==> config.mk <==
export PLATFORM = sky130hd
export DESIGN_NAME = fetch_stage
export DESIGN_NICKNAME = d
export VERILOG_FILES = /design/src/rtl/fetch_stage.sv
export SDC_FILE = /design/constraint.sdc
export NUM_CORES = 1
export LEC_CHECK = 0
export CAP_MARGIN = 20
export CORE_MARGIN = 8
export CORE_UTILIZATION = 40
export DETAILED_ROUTE_END_ITERATION = 8
export PLACE_DENSITY = 0.81
export SETUP_SLACK_MARGIN = 0.05
export SYNTH_ARGS = -nofsm -noshare
export SYNTH_HDL_FRONTEND = slang
export SYNTH_SLANG_ARGS = --single-unit
==> constraint.sdc <==
create_clock -name clk_i -period 2.15 [get_ports clk_i]
set_input_delay 0.3225 -clock clk_i [delete_from_list [all_inputs] [get_ports clk_i]]
set_output_delay 0.3225 -clock clk_i [all_outputs]
set_load 0.02 [all_outputs]
==> src/rtl/fetch_stage.sv <==
`default_nettype none
// ============================================================================
// Module   : fetch_stage
// Purpose  : Instruction-fetch stage of an in-order pipeline. Holds the PC,
//            presents it to instruction memory and captures the returned word
//            into the IF/ID pipeline register. It supports hazard stalls and
//            redirects from downstream branch/jump resolution.
// Ports    : clk_i, rst_i (sync, active-high)
//            stall_i                  - freeze PC and IF/ID
//            redirect_i/redirect_pc_i - load new PC, flush IF/ID to a bubble
//            imem_addr_o/imem_instr_i - instruction memory (combinational read)
//            if_id_pc_plus4_o, if_id_instr_o, if_id_valid_o - IF/ID register
//            fetch_cnt_o, stall_cnt_o - performance counters (optional)
// Config   : define FETCH_PERF_CNT_EN to add the performance counters
// Revision : 1.0 - initial release
// ============================================================================
module fetch_stage #(
    parameter logic [31:0] RESET_PC  = 32'h0000_0000,
    parameter logic [31:0] NOP_INSTR = 32'h0000_0000
) (
    input  logic        clk_i,
    input  logic        rst_i,
    input  logic        stall_i,
    input  logic        redirect_i,
    input  logic [31:0] redirect_pc_i,
    output logic [31:0] imem_addr_o,
    input  logic [31:0] imem_instr_i,
    output logic [31:0] if_id_pc_plus4_o,
    output logic [31:0] if_id_instr_o,
    output logic        if_id_valid_o
`ifdef FETCH_PERF_CNT_EN
    ,
    output logic [31:0] fetch_cnt_o,
    output logic [31:0] stall_cnt_o
`endif
);

    logic [31:0] r_pc;
    logic [31:0] r_pc_plus4;
    logic [31:0] r_instr;
    logic        r_valid;
    logic [31:0] w_pc_plus4;

    // Unsigned add wraps naturally modulo 2^32.
    assign w_pc_plus4 = r_pc + 32'd4;

    // Redirect outranks stall: the redirecting instruction is older than the
    // stalled one, so whatever sits in IF/ID is on the wrong path anyway.
    always_ff @(posedge clk_i) begin
        if (rst_i) begin
            r_pc       <= {RESET_PC[31:2], 2'b00};
            r_pc_plus4 <= 32'h0000_0000;
            r_instr    <= NOP_INSTR;
            r_valid    <= 1'b0;
        end else if (redirect_i) begin
            r_pc       <= {redirect_pc_i[31:2], 2'b00};
            r_pc_plus4 <= 32'h0000_0000;
            r_instr    <= NOP_INSTR;
            r_valid    <= 1'b0;
        end else if (!stall_i) begin
            r_pc       <= w_pc_plus4;
            r_pc_plus4 <= w_pc_plus4;
            r_instr    <= imem_instr_i;
            r_valid    <= 1'b1;
        end
    end

    // PC goes straight to memory: no input reaches imem_addr_o combinationally.
    assign imem_addr_o      = r_pc;
    assign if_id_pc_plus4_o = r_pc_plus4;
    assign if_id_instr_o    = r_instr;
    assign if_id_valid_o    = r_valid;

`ifdef FETCH_PERF_CNT_EN
    logic [31:0] r_fetch_cnt;
    logic [31:0] r_stall_cnt;

    always_ff @(posedge clk_i) begin
        if (rst_i) begin
            r_fetch_cnt <= 32'h0000_0000;
            r_stall_cnt <= 32'h0000_0000;
        end else if (!redirect_i) begin
            if (stall_i) begin
                r_stall_cnt <= r_stall_cnt + 32'd1;
            end else begin
                r_fetch_cnt <= r_fetch_cnt + 32'd1;
            end
        end
    end

    assign fetch_cnt_o = r_fetch_cnt;
    assign stall_cnt_o = r_stall_cnt;
`endif

endmodule
`default_nettype wire

==> impl_metrics.csv <==
group,metric,value,unit
die,fp.dieW,121,microns
setup_path,required,2.40,ns
clocking,cts_setup_buffers,0,
drt,drc,0,
setup_path,cp_top_family,"simple AND/OR/NAND/NOR gates",
setup_path,startpoint_type,"flip-flop",
worst_hold_path,min-delay-path-class,"in2reg",
global_routing,met1_usage,20.8,%
timing,hold-worst-slack,0.270,ns
flow_run,maxCapViolations,0,
synth,synth.avg_cell_area,8.69,sq um
global_routing,grt_usage,18.1,%
timing,drv_slew,0,
power,pwr_density_cell,599,mW/mm^2
synth,synth_area_leaders,"dfxtp_1, mux2i_1, a21oi_1, xnor2_1, nor2_1",
outcome,outcome,"complete, no violations",
drt,vias,4205,
clocking,clkLatencyLatePin,0.36,ns
drt,routed_via_density,5.15,
clocking,cts-root-buf,"clkbuf_8",
cells_and_area,nets,740,
placement,io_buffers,158,
setup_path,cp_data_arrival_time,2.22,ns
synth,muxShareOfSynthArea,8.58,%
global_routing,grt_max_degree,64,
synth,yosysWarnings,0,
timing,period_share,91.5,%
placement,dpl_cell_area,0.00617,sq mm
cells_and_area,area_delta_synth_final,44.0,%
drt,drt-initial-drc-count,277,
global_routing,grt.busiest_layer,"met2",
clocking,cts.sinks,93,
cells_and_area,final_cells,816,
global_routing,gr-usage-met2,31.3,%
setup_path,max_stage_delay,0.61,ns
timing,max-slew-margin-rel,46.0,%
die,initial_core_util,40.9,%
clocking,cts-buffers-inserted,9,
timing,hold_viol,0,
global_routing,grt_pass1_vias,4222,
die,ioPinCount,165,
synth,async_flop_share,0,%
timing,tightest_slew,0.809,ns
clocking,clk_pin_slew,0.09,ns
clocking,ctsHoldBuffers,0,
setup_path,crit_type,"reg2reg",
synth,synth_top_family_by_area,"simple AND/OR/NAND/NOR gates",
synth,synth-compound-area-share,12.6,%
synth,synth_edf_count,0,
placement,hpwl,10300,microns
die,core_area,0.0108,sq mm
synth,synth_xor_area_share,9.48,%
setup_path,crit_chain,"inv_1 -> or3_2 -> o31a_1 -> o21bai_1 -> o21ai_0",
die,die_area,0.0147,sq mm
setup_path,crit_path_end_kind,"flip-flop",
placement,post-place-ws,0.133,ns
timing,fmax,509,MHz
synth,yosysTopAreaCellShare,42.0,%
timing,period_minus_slack,1.97,ns
synth,yosysSeqAreaShare,42.0,%
placement,place_congestion,0.921,
timing,grt_setup_unrepaired,"no",
timing,tns,0,ns
synth,post-synth-top-area-cell,"dfxtp_1",
placement,place_inst,800,
power,peakVddDrop,0.000304,V
drt,routed_wl,13600,microns
clocking,clockBufferDepth,2,
timing,setup_viol,0,
synth,synth_seq_cells,93,
global_routing,use_met3,5.03,%
synth,syn_area,0.00443,sq mm
synth,synth_ff_type,"dfxtp_1",
drt,ant_nets,0,
cells_and_area,final_common_cell,"clkdlybuf4s50_1",
drt,wl_per_cell,16.6,microns
cells_and_area,drive_gt1_share,9.02,%
cells_and_area,layout_common_cells,"clkdlybuf4s50_1, dfxtp_1, nor2_1",
clocking,tritoncts,"done",
timing,fin_skew,0.00900,ns
setup_path,worst_path_max_delay_cell,"or3_2",
global_routing,antenna_found_initial,0,
die,die_h,121,microns
power,power,3.83,mW
global_routing,grt_pass1_wl,21600,microns
synth,synth.distinct_cells,42,
drt,first_pass_iters,4,
power,power.leakage,2.47,nW
setup_path,critPathBufInv,1,
die,rows,38,
cells_and_area,insertedDiodeCount,0,
setup_path,critPathMaxFanout,7,
clocking,htree_levels,3,
cells_and_area,final_area,0.00639,sq mm
synth,synth-simple-area-share,19.6,%
synth,syn_inst,510,
timing,finalWorstSetupSlack,0.184,ns
cells_and_area,fin_util,58.9,%
synth,synth_fa_ha_area_share,0.282,%
global_routing,grt_overflow,0,
==> state kept, by name (all words and copies together), names as in the netlist <==
name and count:
if_id_valid_o 1, if_id_pc_plus4_o 30, if_id_instr_o 32, imem_addr_o 30
==> cell type report <==
type                    count  area, sq um
fillers                   983         4450
flip-flops and latches     93         1860
well taps                 140          175
multi-input cells         361         2270
repair buffers            186         1790
clock inverters             5         58.8
inverters                  20         75.1
clock buffers              11          151
==> cell families (layout without fill, tap and decap cells) <==
| kind of cell | after synthesis | in the layout |
|---|---|---|
| other | 1 | 4 |
| xor gates and xnor gates | 48 | 48 |
| adders and majority gates | 1 | 1 |
| and+or+nand+nor | 172 | 172 |
| buffers and inverters | 59 | 222 |
| DFF | 93 | 93 |
| AOI/OAI and AO/OA | 98 | 98 |
| muxes | 38 | 38 |
==> timing repair <==
item,CTS,global route
hold endpoints to repair,0,0
gates resized for setup,0,2
setup endpoints to repair,0,3
==> final timing paths <==
kind                               startpoint                               end  slack [ns]  depth (start not counted)
min                                   stall_i  if_id_pc_plus4_o[7]$_SDFFE_PP0N_        0.27                          3
min reg2reg  if_id_pc_plus4_o[4]$_SDFFE_PP0N_  if_id_pc_plus4_o[4]$_SDFFE_PP0N_        0.47                          2
max               imem_addr_o[6]$_SDFFE_PP0P_      imem_addr_o[31]$_SDFFE_PP0P_        0.18                          5
max reg2reg       imem_addr_o[6]$_SDFFE_PP0P_      imem_addr_o[31]$_SDFFE_PP0P_        0.18                          5
==> worst register-to-register path, cell delays in order (launching register included) <==
cell and delay (ns):
dfxtp_1 0.46, inv_1 0.19, or3_2 0.61, o31a_1 0.31
o21bai_1 0.18, o21ai_0 0.11
==> routing by layer <==
layer  vias up  wire [microns]
li1       2055               -
met1      1973            5440
met2       162            6910
met3        15            1010
met4         0             233
met5         -               0
==> synthesized netlist by cell type (5+ instances only) <==
master	instances
nand3_1	17
nand4_1	13
o31a_1	5
nand2_1	32
o21a_1	16
inv_1	20
xor2_1	20
nor3_1	13
nor2_1	65
clkbuf_1	18
mux2i_1	38
clkbuf_8	6
dfxtp_1	93
a21oi_1	49
o21ai_0	22
nor4_1	7
xnor2_1	28
==> power breakdown <==
| part | total [mW] | switching, mW | internal [mW] |
|---|---|---|---|
| registers | 1.87 | 0.0736 | 1.80 |
| clock network | 1.23 | 0.633 | 0.601 |
| logic | 0.723 | 0.353 | 0.370 |
| total | 3.83 | 1.06 | 2.77 |
(Power assumes the default switching activity.)
